**src/rtl/stages_definition_pkg.sv**
```systemverilog
// ---------------------------------------------------------------------------
// stages_definition_pkg
// Shared types and constants for the pipeline hazard/stall controller.
//   ctrl_state_e    : controller state encoding (RUN / MEMWAIT / ERROR);
//                     encoding 2'd3 is never produced and is decoded as RUN.
//   DEFAULT_TIMEOUT : default number of memory-wait cycles before the
//                     controller gives up and enters ERROR.
// ---------------------------------------------------------------------------
package stages_definition_pkg;

  typedef enum logic [1:0] {
    RUN     = 2'd0,
    MEMWAIT = 2'd1,
    ERROR   = 2'd2
  } ctrl_state_e;

  localparam int DEFAULT_TIMEOUT = 255;

endpackage

```
**src/rtl/pipeline_ctrl_if.sv**
```systemverilog
// ---------------------------------------------------------------------------
// pipeline_ctrl_if
// Bundle of the hazard-controller signals between the datapath and the
// controller.
//   Datapath -> controller : branchTaken, memToRegE, rdE, rs1D, rs2D,
//                            useRs1D, useRs2D, memReqM, memAckM
//   Controller -> datapath : stallF/D/E/M, flushF/D/E, ctrlState,
//                            stallCount, memTimeout
//   master : the datapath side (drives requests, receives stalls/flushes)
//   slave  : the controller side (pipeline_ctrl)
// ---------------------------------------------------------------------------
interface pipeline_ctrl_if #(
  parameter int REG_W = 4,
  parameter int CNT_W = 16
);

  logic             branchTaken;
  logic             memToRegE;
  logic [REG_W-1:0] rdE;
  logic [REG_W-1:0] rs1D;
  logic [REG_W-1:0] rs2D;
  logic             useRs1D;
  logic             useRs2D;
  logic             memReqM;
  logic             memAckM;

  logic             stallF;
  logic             stallD;
  logic             stallE;
  logic             stallM;
  logic             flushF;
  logic             flushD;
  logic             flushE;
  logic [1:0]       ctrlState;
  logic [CNT_W-1:0] stallCount;
  logic             memTimeout;

  modport master (
    output branchTaken, memToRegE, rdE, rs1D, rs2D, useRs1D, useRs2D,
           memReqM, memAckM,
    input  stallF, stallD, stallE, stallM, flushF, flushD, flushE,
           ctrlState, stallCount, memTimeout
  );

  modport slave (
    input  branchTaken, memToRegE, rdE, rs1D, rs2D, useRs1D, useRs2D,
           memReqM, memAckM,
    output stallF, stallD, stallE, stallM, flushF, flushD, flushE,
           ctrlState, stallCount, memTimeout
  );

endinterface

```
**src/rtl/pipeline_ctrl_sat_counter.sv**
```systemverilog
// ---------------------------------------------------------------------------
// sat_counter
// Up-counter that sticks at its all-ones value instead of wrapping.
//   clk   : clock, rising edge
//   rst   : asynchronous active-low reset, clears the count
//   clr   : synchronous clear, wins over inc
//   inc   : add one this cycle (ignored once saturated)
//   count : current value
// ---------------------------------------------------------------------------
module sat_counter #(
  parameter int WIDTH = 8
) (
  input  logic             clk,
  input  logic             rst,
  input  logic             clr,
  input  logic             inc,
  output logic [WIDTH-1:0] count
);

  localparam logic [WIDTH-1:0] CNT_MAX = {WIDTH{1'b1}};

  logic [WIDTH-1:0] count_q;
  logic [WIDTH-1:0] count_d;

  // Next count: clear, saturating increment, or hold.
  always_comb begin
    count_d = count_q;
    if (clr) begin
      count_d = {WIDTH{1'b0}};
    end else if (inc && (count_q != CNT_MAX)) begin
      count_d = count_q + WIDTH'(1);
    end else begin
      count_d = count_q;
    end
  end

  // Count register.
  always_ff @(posedge clk or negedge rst) begin
    if (!rst) begin
      count_q <= {WIDTH{1'b0}};
    end else begin
      count_q <= count_d;
    end
  end

  assign count = count_q;

endmodule

```
**src/rtl/pipeline_ctrl.sv**
```systemverilog
// ---------------------------------------------------------------------------
// pipeline_ctrl
// Hazard and stall controller for a five-stage pipeline: load-use bubble
// insertion, branch flush, multi-cycle memory wait with a timeout watchdog,
// and a saturating count of stalled cycles.
//   clk : clock, rising edge
//   rst : asynchronous active-low reset
//   bus : pipeline_ctrl_if.slave -- hazard inputs in, stall/flush/debug out
// Stalls and flushes are combinational (Mealy) so a hazard is handled in
// the very cycle it is detected; all are forced low while rst is asserted.
// ---------------------------------------------------------------------------
module pipeline_ctrl
  import stages_definition_pkg::*;
#(
  parameter int REG_W   = 4,
  parameter int CNT_W   = 16,
  parameter int TIMEOUT = DEFAULT_TIMEOUT
) (
  input logic            clk,
  input logic            rst,
  pipeline_ctrl_if.slave bus
);

  localparam int                WAIT_W    = $clog2(TIMEOUT + 1);
  // Wait count seen in the last MEMWAIT cycle before the watchdog fires.
  localparam logic [WAIT_W-1:0] WAIT_LAST = WAIT_W'(TIMEOUT - 1);
  localparam logic [REG_W-1:0]  REG_ZERO  = {REG_W{1'b0}};

  ctrl_state_e       state_q;
  ctrl_state_e       state_d;
  logic [WAIT_W-1:0] wait_cnt_s;
  logic              wait_clr_s;
  logic              wait_inc_s;
  logic              in_run_s;
  logic              load_use_s;
  logic              mem_stall_s;
  logic              stall_f_s;
  logic              stall_d_s;
  logic              stall_e_s;
  logic              stall_m_s;
  logic              flush_f_s;
  logic              flush_d_s;
  logic              flush_e_s;
  logic              stall_any_s;
  logic [CNT_W-1:0]  stall_cnt_s;

  // Unused encoding 2'd3 behaves exactly like RUN.
  assign in_run_s = (state_q != MEMWAIT) && (state_q != ERROR);

  // Register zero is hard-wired, so a load into it never creates a hazard.
  assign load_use_s = bus.memToRegE && (bus.rdE != REG_ZERO) &&
                      ((bus.useRs1D && (bus.rs1D == bus.rdE)) ||
                       (bus.useRs2D && (bus.rs2D == bus.rdE)));

  assign mem_stall_s = (in_run_s && bus.memReqM && !bus.memAckM) ||
                       ((state_q == MEMWAIT) && !bus.memAckM);

  // Next state plus wait-counter control.
  always_comb begin
    state_d    = state_q;
    wait_clr_s = 1'b0;
    wait_inc_s = 1'b0;
    case (state_q)
      MEMWAIT: begin
        // New requests are ignored here; only the ack or the watchdog matter.
        if (bus.memAckM) begin
          state_d = RUN;
        end else if (wait_cnt_s == WAIT_LAST) begin
          state_d    = ERROR;
          wait_inc_s = 1'b1;
        end else begin
          state_d    = MEMWAIT;
          wait_inc_s = 1'b1;
        end
      end
      ERROR: begin
        state_d = ERROR;
      end
      default: begin
        // RUN, and the unused encoding recovering into RUN.
        if (bus.memReqM && !bus.memAckM) begin
          state_d    = MEMWAIT;
          wait_clr_s = 1'b1;
        end else begin
          state_d = RUN;
        end
      end
    endcase
  end

  // Controller state register.
  always_ff @(posedge clk or negedge rst) begin
    if (!rst) begin
      state_q <= RUN;
    end else begin
      state_q <= state_d;
    end
  end

  // Stall/flush priority: reset, ERROR, memory stall, branch, load-use.
  always_comb begin
    stall_f_s = 1'b0;
    stall_d_s = 1'b0;
    stall_e_s = 1'b0;
    stall_m_s = 1'b0;
    flush_f_s = 1'b0;
    flush_d_s = 1'b0;
    flush_e_s = 1'b0;
    if (!rst) begin
      stall_f_s = 1'b0;
    end else if ((state_q == ERROR) || mem_stall_s) begin
      stall_f_s = 1'b1;
      stall_d_s = 1'b1;
      stall_e_s = 1'b1;
      stall_m_s = 1'b1;
    end else if (bus.branchTaken) begin
      // Decode is discarded, so any load-use bubble there is moot.
      flush_f_s = 1'b1;
      flush_d_s = 1'b1;
    end else if (load_use_s) begin
      // Hold Fetch/Decode and let a bubble into Execute.
      stall_f_s = 1'b1;
      stall_d_s = 1'b1;
      flush_e_s = 1'b1;
    end else begin
      stall_f_s = 1'b0;
    end
  end

  assign stall_any_s = stall_f_s | stall_d_s | stall_e_s | stall_m_s;

  sat_counter #(
    .WIDTH (WAIT_W)
  ) u_wait_cnt (
    .clk   (clk),
    .rst   (rst),
    .clr   (wait_clr_s),
    .inc   (wait_inc_s),
    .count (wait_cnt_s)
  );

  sat_counter #(
    .WIDTH (CNT_W)
  ) u_stall_cnt (
    .clk   (clk),
    .rst   (rst),
    .clr   (1'b0),
    .inc   (stall_any_s),
    .count (stall_cnt_s)
  );

  assign bus.stallF     = stall_f_s;
  assign bus.stallD     = stall_d_s;
  assign bus.stallE     = stall_e_s;
  assign bus.stallM     = stall_m_s;
  assign bus.flushF     = flush_f_s;
  assign bus.flushD     = flush_d_s;
  assign bus.flushE     = flush_e_s;
  assign bus.ctrlState  = state_q;
  assign bus.stallCount = stall_cnt_s;
  assign bus.memTimeout = (state_q == ERROR);

endmodule

```
**src/flat_wrapper.sv**
```systemverilog
// flat-port wrapper written by rule: the top's interface ports become plain ports
module pipeline_ctrl_flat import stages_definition_pkg::*;
#(
  parameter int REG_W   = 4,
  parameter int CNT_W   = 16,
  parameter int TIMEOUT = DEFAULT_TIMEOUT
)
  (clk, rst, bus_branchTaken, bus_memToRegE, bus_rdE, bus_rs1D, bus_rs2D, bus_useRs1D, bus_useRs2D, bus_memReqM, bus_memAckM, bus_stallF, bus_stallD, bus_stallE, bus_stallM, bus_flushF, bus_flushD, bus_flushE, bus_ctrlState, bus_stallCount, bus_memTimeout);
  pipeline_ctrl_if #(.REG_W(REG_W), .CNT_W(CNT_W)) bus_i ();
  input logic clk;
  input logic rst;
  input wire logic [$bits(bus_i.branchTaken)-1:0] bus_branchTaken;
  input wire logic [$bits(bus_i.memToRegE)-1:0] bus_memToRegE;
  input wire logic [$bits(bus_i.rdE)-1:0] bus_rdE;
  input wire logic [$bits(bus_i.rs1D)-1:0] bus_rs1D;
  input wire logic [$bits(bus_i.rs2D)-1:0] bus_rs2D;
  input wire logic [$bits(bus_i.useRs1D)-1:0] bus_useRs1D;
  input wire logic [$bits(bus_i.useRs2D)-1:0] bus_useRs2D;
  input wire logic [$bits(bus_i.memReqM)-1:0] bus_memReqM;
  input wire logic [$bits(bus_i.memAckM)-1:0] bus_memAckM;
  output wire logic [$bits(bus_i.stallF)-1:0] bus_stallF;
  output wire logic [$bits(bus_i.stallD)-1:0] bus_stallD;
  output wire logic [$bits(bus_i.stallE)-1:0] bus_stallE;
  output wire logic [$bits(bus_i.stallM)-1:0] bus_stallM;
  output wire logic [$bits(bus_i.flushF)-1:0] bus_flushF;
  output wire logic [$bits(bus_i.flushD)-1:0] bus_flushD;
  output wire logic [$bits(bus_i.flushE)-1:0] bus_flushE;
  output wire logic [$bits(bus_i.ctrlState)-1:0] bus_ctrlState;
  output wire logic [$bits(bus_i.stallCount)-1:0] bus_stallCount;
  output wire logic [$bits(bus_i.memTimeout)-1:0] bus_memTimeout;
  assign bus_i.branchTaken = bus_branchTaken;
  assign bus_i.memToRegE = bus_memToRegE;
  assign bus_i.rdE = bus_rdE;
  assign bus_i.rs1D = bus_rs1D;
  assign bus_i.rs2D = bus_rs2D;
  assign bus_i.useRs1D = bus_useRs1D;
  assign bus_i.useRs2D = bus_useRs2D;
  assign bus_i.memReqM = bus_memReqM;
  assign bus_i.memAckM = bus_memAckM;
  assign bus_stallF = bus_i.stallF;
  assign bus_stallD = bus_i.stallD;
  assign bus_stallE = bus_i.stallE;
  assign bus_stallM = bus_i.stallM;
  assign bus_flushF = bus_i.flushF;
  assign bus_flushD = bus_i.flushD;
  assign bus_flushE = bus_i.flushE;
  assign bus_ctrlState = bus_i.ctrlState;
  assign bus_stallCount = bus_i.stallCount;
  assign bus_memTimeout = bus_i.memTimeout;
  pipeline_ctrl #(.REG_W(REG_W), .CNT_W(CNT_W), .TIMEOUT(TIMEOUT)) u_core (.clk(clk), .rst(rst), .bus(bus_i));
endmodule
```
**config.mk**
```make
export PLATFORM = sky130hd
export DESIGN_NAME = pipeline_ctrl_flat
export DESIGN_NICKNAME = d
export VERILOG_FILES = /design/src/rtl/stages_definition_pkg.sv /design/src/rtl/pipeline_ctrl_if.sv /design/src/rtl/pipeline_ctrl_sat_counter.sv /design/src/rtl/pipeline_ctrl.sv /design/src/flat_wrapper.sv
export SDC_FILE = /design/constraint.sdc
export NUM_CORES = 1
export LEC_CHECK = 0
export BUFFER_PORTS_ARGS = -buffer_cell sky130_fd_sc_hd__buf_2
export CAP_MARGIN = 5
export CORE_ASPECT_RATIO = 0.6
export CORE_MARGIN = 10
export CORE_UTILIZATION = 55
export CTS_CLUSTER_SIZE = 20
export DETAILED_ROUTE_END_ITERATION = 8
export GPL_TIMING_DRIVEN = 0
export PLACE_DENSITY = 0.83
export SYNTH_ARGS = -nofsm -noshare
export SYNTH_HDL_FRONTEND = slang
export SYNTH_SLANG_ARGS = --single-unit
export TNS_END_PERCENT = 30
```
**constraint.sdc**
```tcl
create_clock -name clk -period 4.3 [get_ports clk]
set_input_delay 0.86 -clock clk [delete_from_list [all_inputs] [get_ports clk]]
set_output_delay 0.86 -clock clk [all_outputs]
set_load 0.01 [all_outputs]
```
==> flow_summary.toml, run 1 <==
[floorplan]
io_pins = 46
dieArea_sq_um = 6130
rows = 16
fp.dieH_microns = 64.8
initial_utilization = 0.570
core_area_sq_um = 3220
die_width_microns = 94.6

[synthesis]
ys_ff_latch = 26
syn_avg_cell_area_sq_um = 8.67
yosysUniqueCellTypes = 40
synth_area_leaders = "dfrtp_1 (35%), nor2_1 (4.3%), xor2_1 (4.3%)"
ys_seq_area_frac = 0.354
synth_top_flop_cell = "dfrtp_1"
synth_edf_count = 0
yosysTopAreaCellShare = 0.354
synth_cells = 212
yosys.area.top_type = "dfrtp_1"
synth_warnings = 0
syn_area_sq_um = 1840
syn_nets = 237
async_reset_ff_frac = 1.00

[timing]
slew_viol_final = 0
tightest_slew_ns = 0.652
post-route-period-util = 0.845
fin_crit_ns = 3.63
setup-violations-final = 0
fin_setup_tns_ns = 0
fin_worst_skew_ns = 0.00202
fin_ws_ns = 0.667
rsz0062_at_grt = "false"
clock.fmax_mhz = 275
finalHoldViolations = 0
slew_headroom = 0.565

[detailed_routing]
vias_per_cell = 6.01
drc_errors = 0
avgRoutedWirePerCell_microns = 16.2
drtIter0Drc = 202
drtAntennaViolNets = 0
routed_wl_mm = 4.95
dr.pass1.iters = 4
vias = 1839

[outcome]
outcome = "completed"

[clocking]
hold_buffers = 0
htree_num_levels = 1
clock-sinks = 26
cts_resized = 0
cts.path.max_buffers = 2
cts_buffers = 3
clk_pin_slew_ns = 0.09
clock_latency_ns = 0.27
post_cts_buffers = 0
cts_tree = "done"
cts-root-buf = "clkbuf_8"

[global_route]
antenna_found_initial = 0
grt_max_degree = 30
grt_pass1_vias = 1689
grtUsageTotal = 0.157
grt_overflow = 0
grt_pass1_wl_mm = 8.11

[job]
drv_cap = 0

[setup_path]
r2r-end = "u_core.u_stall_cnt.count[4]"
arrival_ns = 2.77
r2r_slack_ns = 1.79
worst_setup_path_end_kind = "primary output"
crit_start = "u_core.bus.ctrlState[0]"
crit_required_ns = 3.44
critical_path.max_fanout = 10
crit_type = "reg2out"
cp-endpoint = "bus_stallF"
start_kind = "flop"
rr_worst_depth = 8
r2r-start = "u_core.bus.ctrlState[0]"

[power]
netSwitchingFraction = 0.342
vdd_drop_max_uv = 141
combinationalPowerShare = 0.300
total_power_mw = 0.665
p_int_mw = 0.437
leakage_nw = 0.924
power.switching_mw = 0.228
pwr-share-clk = 0.245
seqPwrFrac = 0.455
powerDensity_nw_per_um2 = 306

[place]
place_congestion = 0.915
pre_cts_ws_ns = 0.745
dp.final_hpwl_mm = 3.70
portBuffers = 45

[layout]
syn_to_final_growth_pct = 18.3
final_common_cell = "buf_2"
fin_nets = 287
n_antenna_cell = 0
drive_gt1_frac = 0.234
final_cell_mix = "buf_2 (48), dfrtp_1 (26), nor2_1 (21), nand2_1 (16), nand3_1 (15)"

[min_path]
hold_class = "reg2reg"
[state kept, by name (all words and copies together), names as in the netlist]
signal,cells
u_core.u_wait_cnt.count,8
u_core.u_stall_cnt.count,16
u_core.bus.ctrlState,2
[power by group through the flow]
stage / registers, mW / clock network, mW / logic [mW]
6_report: 0.303 / 0.163 / 0.199
5_1_grt: 0.306 / 0.177 / 0.224
4_1_cts: 0.300 / 0.165 / 0.199
3_5_place_dp: 0.305 / 0 / 0.197
3_3_place_gp: 0.303 / 0 / 0.191
2_1_floorplan: 0.305 / 0 / 0.125
[worst min-delay path by stage]
stage | endpoint | slack [ns] | depth (start not counted) | startpoint
after floorplan | u_core.u_wait_cnt.count[7] | 0.51 | 2 | u_core.u_wait_cnt.count[7]
after global placement | u_core.u_wait_cnt.count[7] | 0.53 | 2 | u_core.u_wait_cnt.count[7]
after detailed placement | u_core.u_wait_cnt.count[7] | 0.53 | 2 | u_core.u_wait_cnt.count[7]
after CTS | u_core.u_wait_cnt.count[7] | 0.55 | 2 | u_core.u_wait_cnt.count[7]
after global routing | u_core.u_wait_cnt.count[7] | 0.59 | 2 | u_core.u_wait_cnt.count[7]
final | u_core.u_wait_cnt.count[7] | 0.55 | 2 | u_core.u_wait_cnt.count[7]
[metal layers]
| metal | GRT usage | up-vias | wire length, microns |
|---|---|---|---|
| met5 | 0 | - | 0 |
| met2 | 0.225 | 84 | 2050 |
| met3 | 0.0517 | 3 | 469 |
| met4 | 0.0186 | 0 | 11 |
| li1 | - | 892 | - |
| met1 | 0.229 | 860 | 2420 |
[cells in the mapped netlist (4+ instances only)]
library cell	instances
dfrtp_1	26
nor2_1	21
nand2_1	16
nand3_1	15
nor3_1	12
nand4_1	11
o21ai_0	9
xor2_1	9
a41oi_1	8
a21oi_1	7
and2_1	7
xnor2_1	6
ha_1	5
mux2_1	5
clkbuf_1	4
inv_1	4
[layout make-up]
class,count,area [sq um]
well taps,45,56.3
flip-flops and latches,26,651
repair buffers,45,225
plain buffers,11,63.8
clock buffers,4,55.1
inverters,5,18.8
fillers,261,1050
multi-input cells,170,1100
[per-stage QoR]
stage               cells  hold slack (ns)   util  instance area [sq um]
global placement      302            0.527  0.658                   2120
CTS                   306            0.555  0.675                   2170
detailed placement    302            0.534  0.658                   2120
finish                306            0.551  0.675                   2170
global route          306            0.589  0.675                   2170
floorplan             212            0.510      -                   1840
[worst max-delay path: stages (launching register included)]
cell      delay [ns]
dfrtp_1         0.37
inv_1           0.05
ha_1            0.35
a211o_1         0.32
nand3_1         0.16
clkbuf_1        0.39
clkbuf_1        0.45
nand2_1         0.12
buf_4           0.15
buf_2           0.13
[cell families after synthesis]
| family | after synthesis | share of synthesized area |
|---|---|---|
| adder cells (fa/ha/maj) | 5 | 0.0340 |
| AO/OA/AOI/OAI | 42 | 0.166 |
| multiplexers | 5 | 0.0306 |
| XOR/XNOR | 15 | 0.0715 |
| buffers and inverters | 16 | 0.0449 |
| flip-flops | 26 | 0.354 |
| AND/OR/NAND/NOR | 103 | 0.299 |
Power figures use the tool's default switching activity.
==> run 2, diff against run 1 <==
--- a/config.mk
+++ b/config.mk
@@ -5,15 +5,16 @@
 export SDC_FILE = /design/constraint.sdc
 export NUM_CORES = 1
 export LEC_CHECK = 0
+export ABC_AREA = 1
 export BUFFER_PORTS_ARGS = -buffer_cell sky130_fd_sc_hd__buf_2
 export CAP_MARGIN = 5
 export CORE_ASPECT_RATIO = 0.6
 export CORE_MARGIN = 10
-export CORE_UTILIZATION = 55
+export CORE_UTILIZATION = 48
 export CTS_CLUSTER_SIZE = 20
 export DETAILED_ROUTE_END_ITERATION = 8
 export GPL_TIMING_DRIVEN = 0
-export PLACE_DENSITY = 0.83
+export PLACE_DENSITY = 0.77
 export SYNTH_ARGS = -nofsm -noshare
 export SYNTH_HDL_FRONTEND = slang
 export SYNTH_SLANG_ARGS = --single-unit
==> constraint.sdc (replaced) <==
create_clock -name clk -period 3.25 [get_ports clk]
set_input_delay 0.65 -clock clk [delete_from_list [all_inputs] [get_ports clk]]
set_output_delay 0.65 -clock clk [all_outputs]
set_load 0.01 [all_outputs]
==> flow_summary.toml, run 2 <==
[setup_path]
max_stage_delay_ns = 0.50
crit_path_frequent_cell = "buf_2"
r2r_slack_ns = 1.29
rr_worst_depth = 9
arrival_ns = 2.29
r2r-end = "u_core.u_stall_cnt.count[2]"
worst-path-buf-inv = 4
worst_path_max_delay_cell = "buf_2"
worst_setup_path_end_kind = "primary output"
critPathTopFamily = "buffers and inverters"
crit_type = "in2out"
start_kind = "input port"
critical_path.max_fanout = 29
r2r-start = "u_core.u_stall_cnt.count[0]"
worstPathCellList = "buf_2, nand3_1, a31oi_1, nand2_1, nand2_2, buf_2, buf_4, buf_2"
crit_required_ns = 2.60

[synthesis]
yosysMostFrequentCell = "nand2_1"
synth_area_leaders = "dfrtp_1 (37%), nand2_1 (17%), nand3_1 (9.1%)"
yosysUniqueCellTypes = 24
yosys.area.top_type = "dfrtp_1"
ys_ff_latch = 26
synth_top_flop_cell = "dfrtp_1"
synth_edf_count = 0
syn_area_sq_um = 1770
synth_commonest_cells = "nand2_1 (78), nand3_1 (32), inv_1 (30)"
syn_avg_cell_area_sq_um = 6.99
synth_warnings = 0
ys_seq_area_frac = 0.368
async_reset_ff_frac = 1.00
synth_cells = 253
syn_nets = 278
yosysTopAreaCellShare = 0.368

[detailed_routing]
vias_per_cell = 4.86
drc_errors = 0
avgRoutedWirePerCell_microns = 12.6
drtAntennaViolNets = 0
routed_wl_mm = 4.35
dr.pass1.iters = 4
drtIter0Drc = 137
vias = 1682

[place]
place_inst = 343
portBuffers = 45
place_congestion = 0.919
dp.final_hpwl_mm = 3.50

[timing]
fin_worst_skew_ns = 0.00183
fin_setup_tns_ns = 0
post-route-period-util = 0.905
finalHoldViolations = 0
rsz0062_at_grt = "false"
slew_viol_final = 0
fin_crit_ns = 2.94
clock.fmax_mhz = 340
setup-violations-final = 0
slew_headroom = 0.576
tightest_slew_ns = 0.637

[layout]
stdcell_count = 346
final_common_cell = "nand2_1"
largest_register_ffs = 16
n_antenna_cell = 0
syn_to_final_growth_pct = 18.3
fin_nets = 328
post-route-util = 0.614
final_cell_mix = "nand2_1 (78), buf_2 (47), nand3_1 (32), inv_1 (30), dfrtp_1 (26)"
drive_gt1_frac = 0.216

[power]
powerDensity_nw_per_um2 = 354
vdd_drop_max_uv = 287
total_power_mw = 0.740
leakage_nw = 1.22

[clocking]
hold_buffers = 0
cts.path.max_buffers = 2
htree_num_levels = 1
clk_pin_slew_ns = 0.09
cts-root-buf = "clkbuf_8"
cts_resized = 0
cts_buffers = 3
cts_tree = "done"
clock_latency_ns = 0.27
clock-sinks = 26
post_cts_buffers = 0

[min_path]
hold_class = "in2async"

[global_route]
grt_pass1_vias = 1554
antenna_found_initial = 0
grt_pass1_wl_mm = 7.52
grtUsageTotal = 0.135
grt_overflow = 0
grt_max_degree = 30

[job]
drv_cap = 0

[floorplan]
dieArea_sq_um = 6590
fp.dieH_microns = 67.0
die_width_microns = 98.4
rows = 16
initial_utilization = 0.519
io_pins = 46
core_area_sq_um = 3400

[outcome]
outcome = "completed"
run 2: kinds of logic (layout without fill, tap and decap cells):
logic type / Yosys count / in the layout / synth area share
xor+xnor: 15 / 15 / 0.0743
flops: 26 / 26 / 0.368
compound gates: 14 / 14 / 0.0410
simple gates: 153 / 153 / 0.384
buf+inv: 40 / 88 / 0.0970
fa+ha+maj: 5 / 5 / 0.0354
run 2: worst max-delay path by stage:
stage                      from  depth (start not counted)         end
global route                rst                          8  bus_stallF
finish                      rst                          8  bus_stallF
global placement            rst                          8  bus_stallF
CTS                         rst                          8  bus_stallF
detailed placement          rst                          8  bus_stallF
floorplan           bus_rs2D[1]                         10  bus_stallF
run 2: area by class of cell:
class	instances	area (sq um)
buffer	7	47.5
sequential	26	651
fill	343	1310
inverter	33	124
tap	45	56.3
timing repair buffer	45	225
multi-input combinational	187	946
clock buffer	3	41.3
run 2: layer usage:
metal | wire length (microns) | track usage | up-vias
li1 | - | - | 887
met1 | 2230 | 0.197 | 746
met2 | 1720 | 0.188 | 47
met4 | 8 | 0.0160 | 0
met3 | 392 | 0.0484 | 2
met5 | 0 | 0 | -
run 2: report_power, final:
group	switching, mW	internal (mW)	total [mW]	leakage (nW)
sequential	0.0411	0.348	0.389	0.315
clock	0.100	0.0832	0.183	0.0216
combinational	0.0945	0.0730	0.167	0.884
run 2: worst register-to-register path, cell delays in order (launching register included):
cell and delay [ns]:
dfrtp_1 0.49, ha_1 0.27, nand2_1 0.11, nor2_4 0.19
nand2_2 0.11, nor2_4 0.13, nand3_4 0.15, buf_2 0.23
nand3_1 0.11, nand2_1 0.06
run 2: through the flow:
step	setup slack, ns	area [sq um]	hold WS (ns)
finish	0.308	2090	0.387
global route	0.0496	2090	0.435
CTS	0.253	2090	0.414
detailed placement	0.264	2050	0.486
global placement	0.261	2050	0.483
floorplan	1.06	1770	0.354
